<file path="src/rtl/usb_pkg.sv">
// Shared definitions for the USB byte/word bridge: byte width, TX FSM states
// and the byte-slot mapping used for wire byte order.
package usb_pkg;

    localparam int BYTE_W = 8;

    typedef enum logic [0:0] {
        TX_IDLE = 1'b0,
        TX_SEND = 1'b1
    } tx_state_t;

    // Word slot that the idx-th byte on the wire occupies.
    function automatic int unsigned byte_slot(
        input int unsigned idx,
        input int unsigned n_bytes,
        input bit          lsb_first
    );
        return lsb_first ? idx : (n_bytes - 1 - idx);
    endfunction

endpackage

</file>
<file path="src/rtl/usb_tx_serializer.sv">
// Word-to-byte serialiser: captures one word on load and emits it byte by byte
// under a valid/ready handshake, pulsing tx_done after the final byte.
module usb_tx_serializer
    import usb_pkg::*;
#(
    parameter int WORD_BYTES = 4,
    parameter bit LSB_FIRST  = 1'b1
) (
    input  logic                         clk,
    input  logic                         n_rst,
    input  logic [8*WORD_BYTES-1:0]      tx_word,
    input  logic                         tx_word_load,
    output logic                         tx_busy,
    output logic [BYTE_W-1:0]            tx_byte,
    output logic                         tx_byte_valid,
    input  logic                         tx_byte_ready,
    output logic                         tx_done
);

    localparam int W  = 8 * WORD_BYTES;
    localparam int IW = (WORD_BYTES > 1) ? $clog2(WORD_BYTES) : 1;
    localparam logic [IW-1:0] LAST_IDX = IW'(WORD_BYTES - 1);

    tx_state_t       r_state;
    logic [W-1:0]    r_shift;
    logic [IW-1:0]   r_idx;
    logic            r_busy;
    logic            r_valid;
    logic            r_done;

    always_ff @(posedge clk or negedge n_rst) begin
        if (!n_rst) begin
            r_state <= TX_IDLE;
            r_shift <= '0;
            r_idx   <= '0;
            r_busy  <= 1'b0;
            r_valid <= 1'b0;
            r_done  <= 1'b0;
        end else begin
            r_done <= 1'b0;
            case (r_state)
                TX_IDLE: begin
                    if (tx_word_load) begin
                        r_shift <= tx_word;
                        r_idx   <= '0;
                        r_busy  <= 1'b1;
                        r_valid <= 1'b1;
                        r_state <= TX_SEND;
                    end
                end
                TX_SEND: begin
                    // Shifting in zeros leaves tx_byte at 0 once the word is drained.
                    if (tx_byte_ready) begin
                        r_shift <= LSB_FIRST ? (r_shift >> BYTE_W) : (r_shift << BYTE_W);
                        if (r_idx == LAST_IDX) begin
                            r_idx   <= '0;
                            r_busy  <= 1'b0;
                            r_valid <= 1'b0;
                            r_done  <= 1'b1;
                            r_state <= TX_IDLE;
                        end else begin
                            r_idx <= r_idx + 1'b1;
                        end
                    end
                end
                default: begin
                    r_busy  <= 1'b0;
                    r_valid <= 1'b0;
                    r_state <= TX_IDLE;
                end
            endcase
        end
    end

    generate
        if (LSB_FIRST) begin : g_lsb_out
            assign tx_byte = r_shift[BYTE_W-1:0];
        end else begin : g_msb_out
            assign tx_byte = r_shift[W-1 -: BYTE_W];
        end
    endgenerate

    assign tx_busy       = r_busy;
    assign tx_byte_valid = r_valid;
    assign tx_done       = r_done;

endmodule

</file>
<file path="src/rtl/usb_word_bridge.sv">
// Byte/word bridge between the USB byte stream and the word-wide data path:
// inline RX word assembly with packet-start resync, TX via usb_tx_serializer.
module usb_word_bridge
    import usb_pkg::*;
#(
    parameter int WORD_BYTES = 4,
    parameter bit LSB_FIRST  = 1'b1
) (
    input  logic                         clk,
    input  logic                         n_rst,
    input  logic [BYTE_W-1:0]            rx_byte,
    input  logic                         rx_byte_valid,
    input  logic                         rx_packet_start,
    output logic [8*WORD_BYTES-1:0]      rx_word,
    output logic                         rx_word_valid,
    output logic                         rx_error,
    input  logic [8*WORD_BYTES-1:0]      tx_word,
    input  logic                         tx_word_load,
    output logic                         tx_busy,
    output logic [BYTE_W-1:0]            tx_byte,
    output logic                         tx_byte_valid,
    input  logic                         tx_byte_ready,
    output logic                         tx_done
);

    localparam int W  = 8 * WORD_BYTES;
    localparam int CW = (WORD_BYTES > 1) ? $clog2(WORD_BYTES) : 1;
    localparam logic [CW-1:0] LAST_CNT = CW'(WORD_BYTES - 1);

    logic [CW-1:0] r_rx_cnt;
    logic [W-1:0]  r_rx_asm;
    logic [W-1:0]  r_rx_word;
    logic          r_rx_word_valid;
    logic          r_rx_error;

    logic [CW-1:0] w_cnt_eff;
    logic [CW-1:0] w_slot;
    logic [W-1:0]  w_asm_next;

    // A packet start rewinds the count before the same-cycle byte is placed.
    assign w_cnt_eff = rx_packet_start ? '0 : r_rx_cnt;
    assign w_slot    = CW'(byte_slot(32'(w_cnt_eff), WORD_BYTES, LSB_FIRST));

    generate
        for (genvar gi = 0; gi < WORD_BYTES; gi++) begin : g_rx_slot
            assign w_asm_next[gi*BYTE_W +: BYTE_W] =
                (rx_byte_valid && (w_slot == CW'(gi))) ? rx_byte
                                                       : r_rx_asm[gi*BYTE_W +: BYTE_W];
        end
    endgenerate

    always_ff @(posedge clk or negedge n_rst) begin
        if (!n_rst) begin
            r_rx_cnt        <= '0;
            r_rx_asm        <= '0;
            r_rx_word       <= '0;
            r_rx_word_valid <= 1'b0;
            r_rx_error      <= 1'b0;
        end else begin
            r_rx_word_valid <= 1'b0;
            r_rx_error      <= rx_packet_start && (r_rx_cnt != '0);
            if (rx_byte_valid) begin
                r_rx_asm <= w_asm_next;
                if (w_cnt_eff == LAST_CNT) begin
                    r_rx_word       <= w_asm_next;
                    r_rx_word_valid <= 1'b1;
                    r_rx_cnt        <= '0;
                end else begin
                    r_rx_cnt <= w_cnt_eff + 1'b1;
                end
            end else begin
                r_rx_cnt <= w_cnt_eff;
            end
        end
    end

    assign rx_word       = r_rx_word;
    assign rx_word_valid = r_rx_word_valid;
    assign rx_error      = r_rx_error;

    usb_tx_serializer #(
        .WORD_BYTES (WORD_BYTES),
        .LSB_FIRST  (LSB_FIRST)
    ) u_tx (
        .clk           (clk),
        .n_rst         (n_rst),
        .tx_word       (tx_word),
        .tx_word_load  (tx_word_load),
        .tx_busy       (tx_busy),
        .tx_byte       (tx_byte),
        .tx_byte_valid (tx_byte_valid),
        .tx_byte_ready (tx_byte_ready),
        .tx_done       (tx_done)
    );

endmodule

</file>
<file path="config.mk">
export PLATFORM = sky130hd
export DESIGN_NAME = usb_word_bridge
export DESIGN_NICKNAME = d
export VERILOG_FILES = /design/src/rtl/usb_pkg.sv /design/src/rtl/usb_tx_serializer.sv /design/src/rtl/usb_word_bridge.sv
export SDC_FILE = /design/constraint.sdc
export NUM_CORES = 1
export LEC_CHECK = 0
export CAP_MARGIN = 5
export CORE_MARGIN = 10
export CORE_UTILIZATION = 56
export DETAILED_ROUTE_END_ITERATION = 6
export GPL_TIMING_DRIVEN = 0
export MAX_ROUTING_LAYER = met4
export PLACE_DENSITY = 0.95
export SYNTH_ARGS = -nofsm -noshare
export SYNTH_HDL_FRONTEND = slang
export SYNTH_HIERARCHICAL = 1
export SYNTH_SLANG_ARGS = --single-unit
export TNS_END_PERCENT = 5
</file>
<file path="constraint.sdc">
create_clock -name clk -period 4.3 [get_ports clk]
set_input_delay 0.86 -clock clk [delete_from_list [all_inputs] [get_ports clk]]
set_output_delay 0.86 -clock clk [all_outputs]
set_load 0.03 [all_outputs]
</file>
Word level (Yosys, flattened, before mapping). Cells that the tools add are included.

$add $sub $neg: 2. $mul: 0. Div/mod/pow operators: 0. $lt $le $gt $ge: 0. Equality and inequality tests: 7. Shift operators: 0. Mux-type cells: 27. Bitwise gates (word level): 1. Reduce and logical (&&, ||, !) cells: 10.

Operators by type and width (number): $mux W32 (2); $pmux W32 S2 (1); $mux W8 (4); $mux W2 (6); $mux W1 (11); $eq A2 B2 Y1 const B (3); $ne A2 B2 Y1 const B (3); $logic_and A1 B1 Y1 (5); $add A2 B1 Y2 const B (2); $pmux W1 S2 (2); $pmux W2 S2 (1); $reduce_and A2 Y1 (2); $reduce_and A3 Y1 (1); $eq A2 B1 Y1 const B (1); $logic_not A2 Y1 (1); $reduce_bool A2 Y1 (1); $not A1 Y1 (1).

Register bits after elaboration: 105. Latch bits: 0. Memory bits (writable): 0. Memory bits (read-only): 0. Bits of input ports: 46. Output and inout port bits: 45. Word-level logic and storage cells: 57. Memories: 0.

Logic depth before layout (Yosys ltp). Gate-level depths: netlist of run 1.

Depth after elaboration: 4. Mapped depth: 5.

By module. The synthesis of run 1 kept the hierarchy.

By module, submodules not included: usb_word_bridge (instances 1, cells an instance 144, area each 2586.2 um2, sequential area each 1501.4 um2); usb_tx_serializer (instances 1, cells an instance 167, area each 2120.8 um2, sequential area each 925.9 um2).

Least setup slack after synthesis of run 1. OpenSTA, ideal clock, no wires.

Path type: input -> register. Start: input port rx_packet_start. End: register r_rx_asm[0]. Data arrival time: 1984 ps. Data required time: 4175 ps. Slack: 2192 ps. Stages: 5. Path buffers: 1. Cells stage by stage: or2b_1 -> ha_1 -> buf_2 -> nand2_1 -> mux2_2.

Word-level cells in the longest chain between the ends: 4.

RTL lines: from (decl) (line usb_word_bridge.sv:13) `input logic rx_packet_start,`; $mux W2 (line usb_word_bridge.sv:41) `assign w_cnt_eff = rx_packet_start ? '0 : r_rx_cnt;`; $logic_not A2 Y1 (line usb_word_bridge.sv:47) `(rx_byte_valid && (w_slot == CW'(gi))) ? rx_byte`; $logic_and A1 B1 Y1 (line usb_word_bridge.sv:47); $mux W8 (line usb_word_bridge.sv:47); to (signal assigned) (line usb_word_bridge.sv:63) `r_rx_asm <= w_asm_next;`; to (decl) (line usb_word_bridge.sv:31) `logic [W-1:0] r_rx_asm;`.

Every way passes these cells. A chain may end at the register's enable or synchronous reset.

Worst setup path in the final report of run 1.
Start: input port rx_packet_start. End: register r_rx_asm[1].

Same word-level chain as after synthesis.

==> results of run 1 <==
[final timing paths]
| check | endpoint | slack [ns] | depth (start not counted) |
|---|---|---|---|
| worst min register to register | rx_word[13] | 0.52 | 1 |
| min in group clk | rx_word[13] | 0.52 | 1 |
| worst max-delay path | r_rx_asm[1] | 1.79 | 6 |
| max in group asynchronous | rx_word[2] | 3.13 | 2 |
| worst min-delay path | u_tx/r_shift[11] | 0.51 | 1 |
| worst max register to register | r_rx_asm[1] | 2.33 | 5 |
[flip-flops by register name (all words and copies together), names as in the netlist]
signal	cells
u_tx/tx_byte_valid	1
r_rx_cnt	2
u_tx/r_idx	2
u_tx/r_shift	32
r_rx_asm	24
u_tx/r_state	1
rx_word	32
rx_error	1
rx_word_valid	1
u_tx/tx_done	1
[synth_stat cells]
master | n | area share
a21bo_2 | 1 | 0.0021
a21o_1 | 1 | 0.0016
a21oi_1 | 1 | 0.0011
a22o_1 | 1 | 0.0019
and3_2 | 1 | 0.0016
and4bb_1 | 2 | 0.0053
buf_12 | 1 | 0.0043
buf_2 | 2 | 0.0021
buf_4 | 13 | 0.021
buf_6 | 9 | 0.022
buf_8 | 3 | 0.0096
clkbuf_4 | 1 | 0.0016
clkbuf_8 | 1 | 0.0029
dfrtp_1 | 97 | 0.52
ha_1 | 2 | 0.0053
inv_1 | 1 | 0.00080
mux2_2 | 17 | 0.041
mux2_4 | 48 | 0.15
mux2i_1 | 80 | 0.17
nand2_1 | 9 | 0.0072
nand2b_1 | 1 | 0.0013
nand3b_1 | 1 | 0.0016
nand4b_4 | 1 | 0.0050
nor2_1 | 3 | 0.0024
nor3b_1 | 1 | 0.0016
o21a_1 | 1 | 0.0016
o21ai_0 | 2 | 0.0021
o22ai_1 | 6 | 0.0080
o2bb2ai_1 | 1 | 0.0019
or2b_1 | 1 | 0.0016
xnor2_1 | 1 | 0.0019
xor2_1 | 1 | 0.0019
[power breakdown]
part	total [mW]	internal, mW	switching [mW]
logic	1.65	0.873	0.774
clock network	0.564	0.233	0.332
registers	1.50	1.26	0.242
[final cells by class]
| cell class | count | area [um^2] | share of cell area |
|---|---|---|---|
| clock inverters | 6 | 48.80 | 0.008242 |
| inverters | 1 | 3.754 | 0.0006340 |
| multi-input cells | 183 | 1981 | 0.3345 |
| flip-flops and latches | 97 | 2427 | 0.4100 |
| plain buffers | 30 | 295.3 | 0.04987 |
| repair buffers | 88 | 895.9 | 0.1513 |
| well taps | 105 | 131.4 | 0.02219 |
| clock buffers | 10 | 137.6 | 0.02325 |
[critical path, stage by stage]
cell             delay (ns)
clkdlybuf4s50_1        0.49
or2b_1                 0.27
ha_1                   0.18
buf_2                  0.19
nand2_1                0.36
mux2_2                 0.40
[routing by layer]
metal  GRT usage  wire [um]
met1      0.2167       4950
met2      0.2793       5085
met3     0.03865        462
met4     0.04713         85
met5           -          0
[logic make-up after synthesis]
logic type | Yosys count
compound gates | 14
mux | 145
flops | 97
simple gates | 20
xor+xnor | 2
fa+ha+maj | 2
buf+inv | 31
==> impl_results.md, run 1 <==
* Final worst slack at 1.787 ns
* Origin of the critical flop-to-flop path: r_rx_cnt[1]
* Commonest non-fill, non-tap cells in the layout: dfrtp_1, clkdlybuf4s50_1, mux2i_1
* Leak at 2.973 nW
* Grt ovf at 0
* Die H at 111.7 um
* DRT Pass-1 Iters at 4
* Total CTS buffers at 9
* Final Hold Fails at 0
* Vias after detailed routing at 2,792
* Synth cell types at 32
* Largest family of logic cells by synthesized area: multiplexers
* Commonest non-fill, non-tap cell in the layout: dfrtp_1
* Share of layout cells above drive strength 1 at 0.2795
* Syn avg cell area at 15.14 um^2
* Die width at 111.7 um
* RSZ-0062 raised after global routing: no
* Synth Area in Compound Gates at 0.02020
* Vias in the first global route at 3,224
* Post-route cell area at 5921 um^2
* Crit path DAT at 2.75 ns
* Outcome: completed
* DP Wirelength at 7708 um
* Fmax at 397.9 MHz
* WHS at 0.5128 ns
* Post-synthesis cell count at 311
* Maximum VDD drop at 0.4367 mV
* GP Congestion at 0.7931
* Wire per inst at 20.35 um
* Max-slew violation count at 0
* Antenna fix cells at 0
* Element type at the critical path start: input pin
* Fin Setup TNS at 0 ns
* Worst Setup End Kind: flip-flop
* Root Buffer Master: clkbuf_8
* HP Class: in2async
* H-tree level count at 3
* Clock latency reported for the late side of the worst-skew pair at 0.35 ns
* Final Cycle Share at 0.5844
* Drc violations at 0
* Flops & latches, synth at 97
* Placed insts at 504
* Mux contribution to synthesized area at 0.3639
* Placement Rows at 33
* Synth Area in Adders at 0.005316
* Final wirelength at 10,580 um
* Final min period at 2.513 ns
* Maximum clock insertion buffer count at 2
* Critical path class: in2reg
* Initial antenna violation count at 0
* Core area at 8217 um^2
* Worst slew pin tran at 0.6238 ns
* TritonCTS clock tree: yes
* Final #Nets at 458
* Die ar. at 12,470 um^2
* Setup Viol. Count Final at 0
* Pwr Density at 626.7 nW/um^2
* DR iter-0 viols at 80
* CP Max Fanout at 9
* Post-Synth Simple-Gate Area at 0.02764
* Rel. slew slack at 0.5841
* XOR/XNOR Fraction of Synth Area at 0.003721
* Synth Warn # at 6
* Clk_skew at 0.01234 ns
* Top Ports at 91
* Util after Layout at 0.7206
* Clock sink count at 97
* Placed cell areas at 5734 um^2
* CP startpoint: rx_packet_start
* Non-Filler Instances at 520
* Data required, critical path at 4.54 ns
* Mapped Nets at 359
* First-pass GRT wire length at 17,490 um
* Largest net degree at the start of global routing at 52
* Post-CTS setup buffer count at 0
* Resized cells post-CTS at 0
* DP Worst Slack at 1.431 ns
* Share of the yosys chip area belonging to registers at 0.5157
* Global Route Usage Sum at 0.1740
* Filler Cell Count at 547
* Post-Syn Area at 4707 um^2
* Via density per instance at 5.369
* CTS hold repair buffers at 0
* IO Port Bufs at 87
* Total power at 3.710 mW
* Number of max-cap violations at 0
* Initial core utilization at 0.5729
* Antenna Nets Post-Route at 0
* Area Overhead vs Synth at 25.78%
* CTS clock-pin slew for the worst setup and hold paths at 0.09 ns
Note: power is estimated with default switching activity, not from simulation.
==> run 2, diff against run 1 <==
CORE_UTILIZATION = 52   (was 56)
PLACE_DENSITY = 0.9   (was 0.95)
clock period = 2.6 ns   (was 4.3 ns; I/O delays follow)
==> run 2 against run 1 <==
Net effect:
- flip-flop and latch count unchanged
- count of clock-buffer cells in the layout decreased by 1
- first-iteration DRC count fell by 1.3%
- global-route usage decreased by 0.90 points
- die area rose by 6.3%
- critical path type unchanged
- utilization is 4.1 points lower
- clock power grew 90%
- routed wire length shrank 1.6%
- non-clock buffer count is the same
==> impl_results.md, run 2 (synthesis results as in run 1) <==
* CTS clock-pin slew for the worst setup and hold paths at 0.10 ns (was 0.09 ns)
* Vias after detailed routing at 2,801 (was 2,792)
* IO Port Bufs at 87 (unchanged)
* Leak at 2.993 nW (was 2.973 nW)
* Crit path DAT at 2.36 ns (was 2.75 ns)
* Final #Nets at 458 (unchanged)
* H-tree level count at 3 (unchanged)
* Max-slew violation count at 0 (unchanged)
* Final Cycle Share at 0.8160
* Rel. slew slack at 0.7371 (was 0.5841)
* DP Wirelength at 7390 um (was 7708 um)
* Final wirelength at 10,420 um (was 10,580 um)
* Number of max-cap violations at 0 (unchanged)
* Buf/Inv on CP at 2 (unchanged)
* Commonest non-fill, non-tap cells in the layout: dfrtp_1, clkdlybuf4s50_1, mux2i_1 (unchanged)
* Critical path class: in2reg (unchanged)
* Largest net degree at the start of global routing at 74 (was 52)
* Total power at 6.261 mW (was 3.710 mW)
* Initial core utilization at 0.5371 (was 0.5729)
* Sequence of cells on the critical path: clkdlybuf4s50_1 > or2b_1 > ha_1 > buf_2 > nand2_1 > mux2_2 (unchanged)
* GP Congestion at 0.7980 (was 0.7931)
* Area Overhead vs Synth at 26.53% (was 25.78%)
* Clock sink count at 97 (unchanged)
* Filler Cell Count at 613 (was 547)
* Crit-path leading delay family: buffers and inverters (unchanged)
* Via density per instance at 5.356 (was 5.369)
* Maximum VDD drop at 0.6083 mV (was 0.4367 mV)
* Core area at 8763 um^2 (was 8217 um^2)
* Commonest non-fill, non-tap cell in the layout: dfrtp_1 (unchanged)
* TritonCTS clock tree: yes (unchanged)
* Initial antenna violation count at 0 (unchanged)
* CP Max Fanout at 9 (unchanged)
* Outcome: completed (unchanged)
* Wire per inst at 19.92 um (was 20.35 um)
* Worst Setup End Kind: flip-flop (unchanged)
* Data required, critical path at 2.84 ns (was 4.54 ns)
* First-pass GRT wire length at 17,020 um (was 17,490 um)
* RSZ-0062 raised after global routing: no (unchanged)
* DR iter-0 viols at 79 (was 80)
* Worst-path cell with the longest stage delay: clkdlybuf4s50_1 (unchanged)
* Antenna fix cells at 0 (unchanged)
* Clk_skew at 0.007613 ns (was 0.01234 ns)
* CP startpoint: rx_packet_start (unchanged)
* Vias in the first global route at 3,136 (was 3,224)
* CP peak stage delay at 0.48 ns (was 0.49 ns)
* Placement Rows at 34 (was 33)
* Antenna Nets Post-Route at 0 (unchanged)
* Placed insts at 507 (was 504)
* Maximum clock insertion buffer count at 2 (unchanged)
* Global Route Usage Sum at 0.1651 (was 0.1740)
* Root Buffer Master: clkbuf_8 (unchanged)
* Resized cells post-CTS at 0 (unchanged)
* Clock latency reported for the late side of the worst-skew pair at 0.35 ns (about the same)
* WHS at 0.06663 ns (was 0.5128 ns)
* Final min period at 2.122 ns
* Worst slew pin tran at 0.3931 ns (was 0.6238 ns)
* Die ar. at 13,260 um^2 (was 12,470 um^2)
* Total CTS buffers at 9 (unchanged)
* Element type at the critical path start: input pin (unchanged)
* Fmax at 471.3 MHz
* Grt ovf at 0 (unchanged)
* Setup Viol. Count Final at 0 (unchanged)
* Post-CTS setup buffer count at 0 (unchanged)
* Die H at 115.1 um (was 111.7 um)
* Util after Layout at 0.6796 (was 0.7206)
* Pwr Density at 1051 nW/um^2 (was 626.7 nW/um^2)
* Share of layout cells above drive strength 1 at 0.2795 (unchanged)
* Final Hold Fails at 0 (unchanged)
* Origin of the critical flop-to-flop path: r_rx_cnt[1] (unchanged)
* HP Class: in2async (unchanged)
* Top Ports at 91 (unchanged)
* Die width at 115.1 um (was 111.7 um)
* CTS hold repair buffers at 0 (unchanged)
* Non-Filler Instances at 523 (was 520)
* DRT Pass-1 Iters at 4 (unchanged)
* Drc violations at 0 (unchanged)
run 2: changes by cell type in the layout (fill, tap and decap cells not counted):
cell        change
clkbuf_8        -1
inv_6           -2
clkinv_2        +2
bufinv_16       +2
clkinvlp_4      -1
run 2: final timing paths:
kind | end | slack (ns) | cells after the start
hold reg to reg | r_rx_asm[5] | 0.51 | 1
hold / removal | u_tx/r_shift[10] | 0.07 | 1
max in group asynchronous | rx_word_valid | 1.85 | 2
setup reg to reg | r_rx_asm[3] | 0.67 | 5
setup / recovery | r_rx_asm[3] | 0.48 | 6
min in group clk | r_rx_cnt[0] | 0.40 | 2
run 2: power breakdown:
group          internal (mW)  switching, mW
Clock                  0.542          0.528
Sequential              2.08          0.389
Combinational           1.44           1.28
run 2: area by class of cell:
type / count / area, um^2 / area share
clock buffer: 9 / 123.9 / 0.02080
clock inverter: 7 / 93.84 / 0.01576
multi-input combinational: 183 / 1981 / 0.3326
buffer: 30 / 295.3 / 0.04958
sequential: 97 / 2427 / 0.4076
inverter: 1 / 3.754 / 0.0006303
tap: 108 / 135.1 / 0.02269
timing repair buffer: 88 / 895.9 / 0.1504
run 2: metal layers:
metal / share of wire / global-route usage / vias to the layer above
met2: 0.48 / 0.2628 / 83
met4: 0.010 / 0.03630 / 0
met1: 0.44 / 0.2003 / 1400
met5: 0 / - / -
met3: 0.072 / 0.05417 / 12
li1: - / - / 1306
run 2: per-stage QoR:
stage	worst slack [ns]	setup TNS [ns]	area, um^2
6_report	0.4784	0	5956
5_1_grt	0.4033	0	5956
4_1_cts	0.4803	0	5956
3_5_place_dp	0.1007	0	5738
3_3_place_gp	-2.472	-237.74	5713
2_1_floorplan	0.8317	0	4707
==> run 3, diff against run 2 <==
CORE_UTILIZATION = 47   (was 52)
PLACE_DENSITY = 0.86   (was 0.9)
clock period = 1.9 ns   (was 2.6 ns; I/O delays follow)
==> run 3 against run 2 <==
Net effect:
- clock skew grew 0.0071 ns
- utilization shrank 7.1 points
- final cell count grew 5.0%
- critical path depth is the same
- clock power grew 17%
- first-iteration DRC count grew 140%
- critical endpoint is now r_rx_asm[5]
- largest cell class unchanged
==> impl_results.md, run 3 (synthesis results as in run 1) <==
* Outcome: completed (unchanged)
* Vias in the first global route at 3,119 (was 3,136)
* Clock share of power at 0.151 (was 0.171)
* Largest net degree at the start of global routing at 64 (was 74)
* Top Ports at 91 (unchanged)
* Clock latency reported for the late side of the worst-skew pair at 0.36 ns (was 0.35 ns)
* Clk_skew at 0.01472 ns (was 0.007613 ns)
* DRT Pass-1 Iters at 4 (unchanged)
* Final Cycle Share at 0.9762
* IO Port Bufs at 87 (unchanged)
* DR iter-0 viols at 193 (was 79)
* Commonest non-fill, non-tap cells in the layout: dfrtp_1, mux2i_1, clkdlybuf4s50_1 (was dfrtp_1, clkdlybuf4s50_1, mux2i_1)
* Fin Setup TNS at 0 ns (unchanged)
* Max-slew violation count at 0 (unchanged)
* WHS at 0.2789 ns (was 0.06663 ns)
* Clock sink count at 97 (unchanged)
* Drc violations at 0 (unchanged)
* Reg power frac at 0.407 (was 0.395)
* Fmax at 539.2 MHz
* Data required, critical path at 2.14 ns (was 2.84 ns)
* Critical path class: in2reg (unchanged)
* Root Buffer Master: clkbuf_8 (unchanged)
* Element type at the critical path start: input pin (unchanged)
* GP Congestion at 0.8162 (was 0.7980)
* First-pass GRT wire length at 17,170 um (was 17,020 um)
* Global Route Usage Sum at 0.1530 (was 0.1651)
* Share of layout cells above drive strength 1 at 0.2957 (was 0.2795)
* Crit path DAT at 2.10 ns (was 2.36 ns)
* Maximum clock insertion buffer count at 2 (unchanged)
* Area Overhead vs Synth at 26.48% (was 26.53%)
* Core area at 9774 um^2 (was 8763 um^2)
* Final worst slack at 0.04525 ns (was 0.4784 ns)
* Grt ovf at 0 (unchanged)
* Initial core utilization at 0.4816 (was 0.5371)
* DP Wirelength at 7383 um (was 7390 um)
* Die width at 120.1 um (was 115.1 um)
* Leak at 3.025 nW (was 2.993 nW)
* Antenna fix cells at 0 (unchanged)
* Total CTS buffers at 9 (unchanged)
* Rel. slew slack at 0.6703 (was 0.7371)
* Commonest non-fill, non-tap cell in the layout: dfrtp_1 (unchanged)
* Die H at 120.1 um (was 115.1 um)
* R2r setup slk at 0.09 ns (was 0.67 ns)
* Placed insts at 532 (was 507)
* Switching Fraction at 0.3573 (was 0.3509)
* Net switching power at 2.973 mW (was 2.197 mW)
* Setup Viol. Count Final at 0 (unchanged)
* Placement Rows at 36 (was 34)
* Final Hold Fails at 0 (unchanged)
* CP Max Fanout at 9 (unchanged)
* Antenna Nets Post-Route at 0 (unchanged)
* Via density per instance at 5.118 (was 5.356)
* DP Worst Slack at -0.4728 ns (was 0.1007 ns)
* Vias after detailed routing at 2,810 (was 2,801)
* Comb pwr share at 0.442 (was 0.435)
* Die ar. at 14,420 um^2 (was 13,260 um^2)
* Wire per inst at 18.91 um (was 19.92 um)
* Final min period at 1.855 ns
* RSZ-0062 raised after global routing: yes (was no)
* Number of max-cap violations at 0 (unchanged)
* HP Class: in2reg (was in2async)
* Worst Setup End Kind: flip-flop (unchanged)
* Worst slew pin tran at 0.4946 ns (was 0.3931 ns)
* Final wirelength at 10,380 um (was 10,420 um)
* Internal Power at 5.348 mW (was 4.064 mW)
* TritonCTS clock tree: yes (unchanged)
* Initial antenna violation count at 0 (unchanged)
* Post-CTS setup buffer count at 0 (unchanged)
* Final #Nets at 459 (was 458)
* Non-Filler Instances at 549 (was 523)
* H-tree level count at 3 (unchanged)
* CTS clock-pin slew for the worst setup and hold paths at 0.09 ns (was 0.10 ns)
* Pwr Density at 1398 nW/um^2 (was 1051 nW/um^2)
* Maximum VDD drop at 1.034 mV (was 0.6083 mV)
==> run 3: worst paths after layout <==
path,from,end,cells after the start
max,rx_packet_start,r_rx_asm[5],6
min,rx_byte_valid,r_rx_cnt[0],2
max reg2reg,r_rx_cnt[1],r_rx_asm[5],5
min reg2reg,r_rx_asm[7],r_rx_asm[7],1
max in group asynchronous,n_rst,u_tx/r_shift[8],3
min in group asynchronous,n_rst,u_tx/r_shift[11],2
==> run 3: metal layers <==
layer,vias up,share of wire,GRT usage
met4,0,0.0090,0.03695
li1,1295,-,-
met3,8,0.069,0.04970
met5,-,0,-
met2,84,0.47,0.2362
met1,1423,0.45,0.1913
==> run 3: through the flow <==
step	util	cell area [um^2]	power, mW
3_3_place_gp	0.5877	5744	7.015
4_1_cts	0.6083	5946	8.421
6_report	0.6091	5953	8.321
5_1_grt	0.6091	5953	8.798
2_1_floorplan	-	4707	5.752
3_5_place_dp	0.5902	5769	7.151
==> run 3: cell type report <==
type / count / area, um^2
Multi-Input combinational cell: 183 / 1983
Sequential cell: 97 / 2427
Fill cell: 777 / 3821
Inverter: 1 / 3.754
Buffer: 30 / 297.8
Clock buffer: 13 / 158.9
Clock inverter: 3 / 25.02
Tap cell: 133 / 166.4
Timing Repair Buffer: 89 / 890.9
==> run 3: critical path: stages <==
cell,delay (ns)
clkdlybuf4s50_1,0.48
or2b_1,0.27
ha_1,0.18
clkbuf_4,0.20
nand2_2,0.23
mux2_2,0.36
==> run 3: power groups by stage <==
stage | logic (mW) | clock network (mW) | registers (mW)
final | 3.68 | 1.25 | 3.38
after global routing | 3.92 | 1.38 | 3.50
after CTS | 3.74 | 1.30 | 3.39
after detailed placement | 3.74 | 0 | 3.41
after global placement | 3.65 | 0 | 3.37
after floorplan | 1.82 | 0 | 3.93
==> run 3: repair_timing <==
item,CTS,global route
hold buffers,1,0
endpoints found under the hold margin,34,0
setup endpoints to repair,16,18
resized for setup,9,3
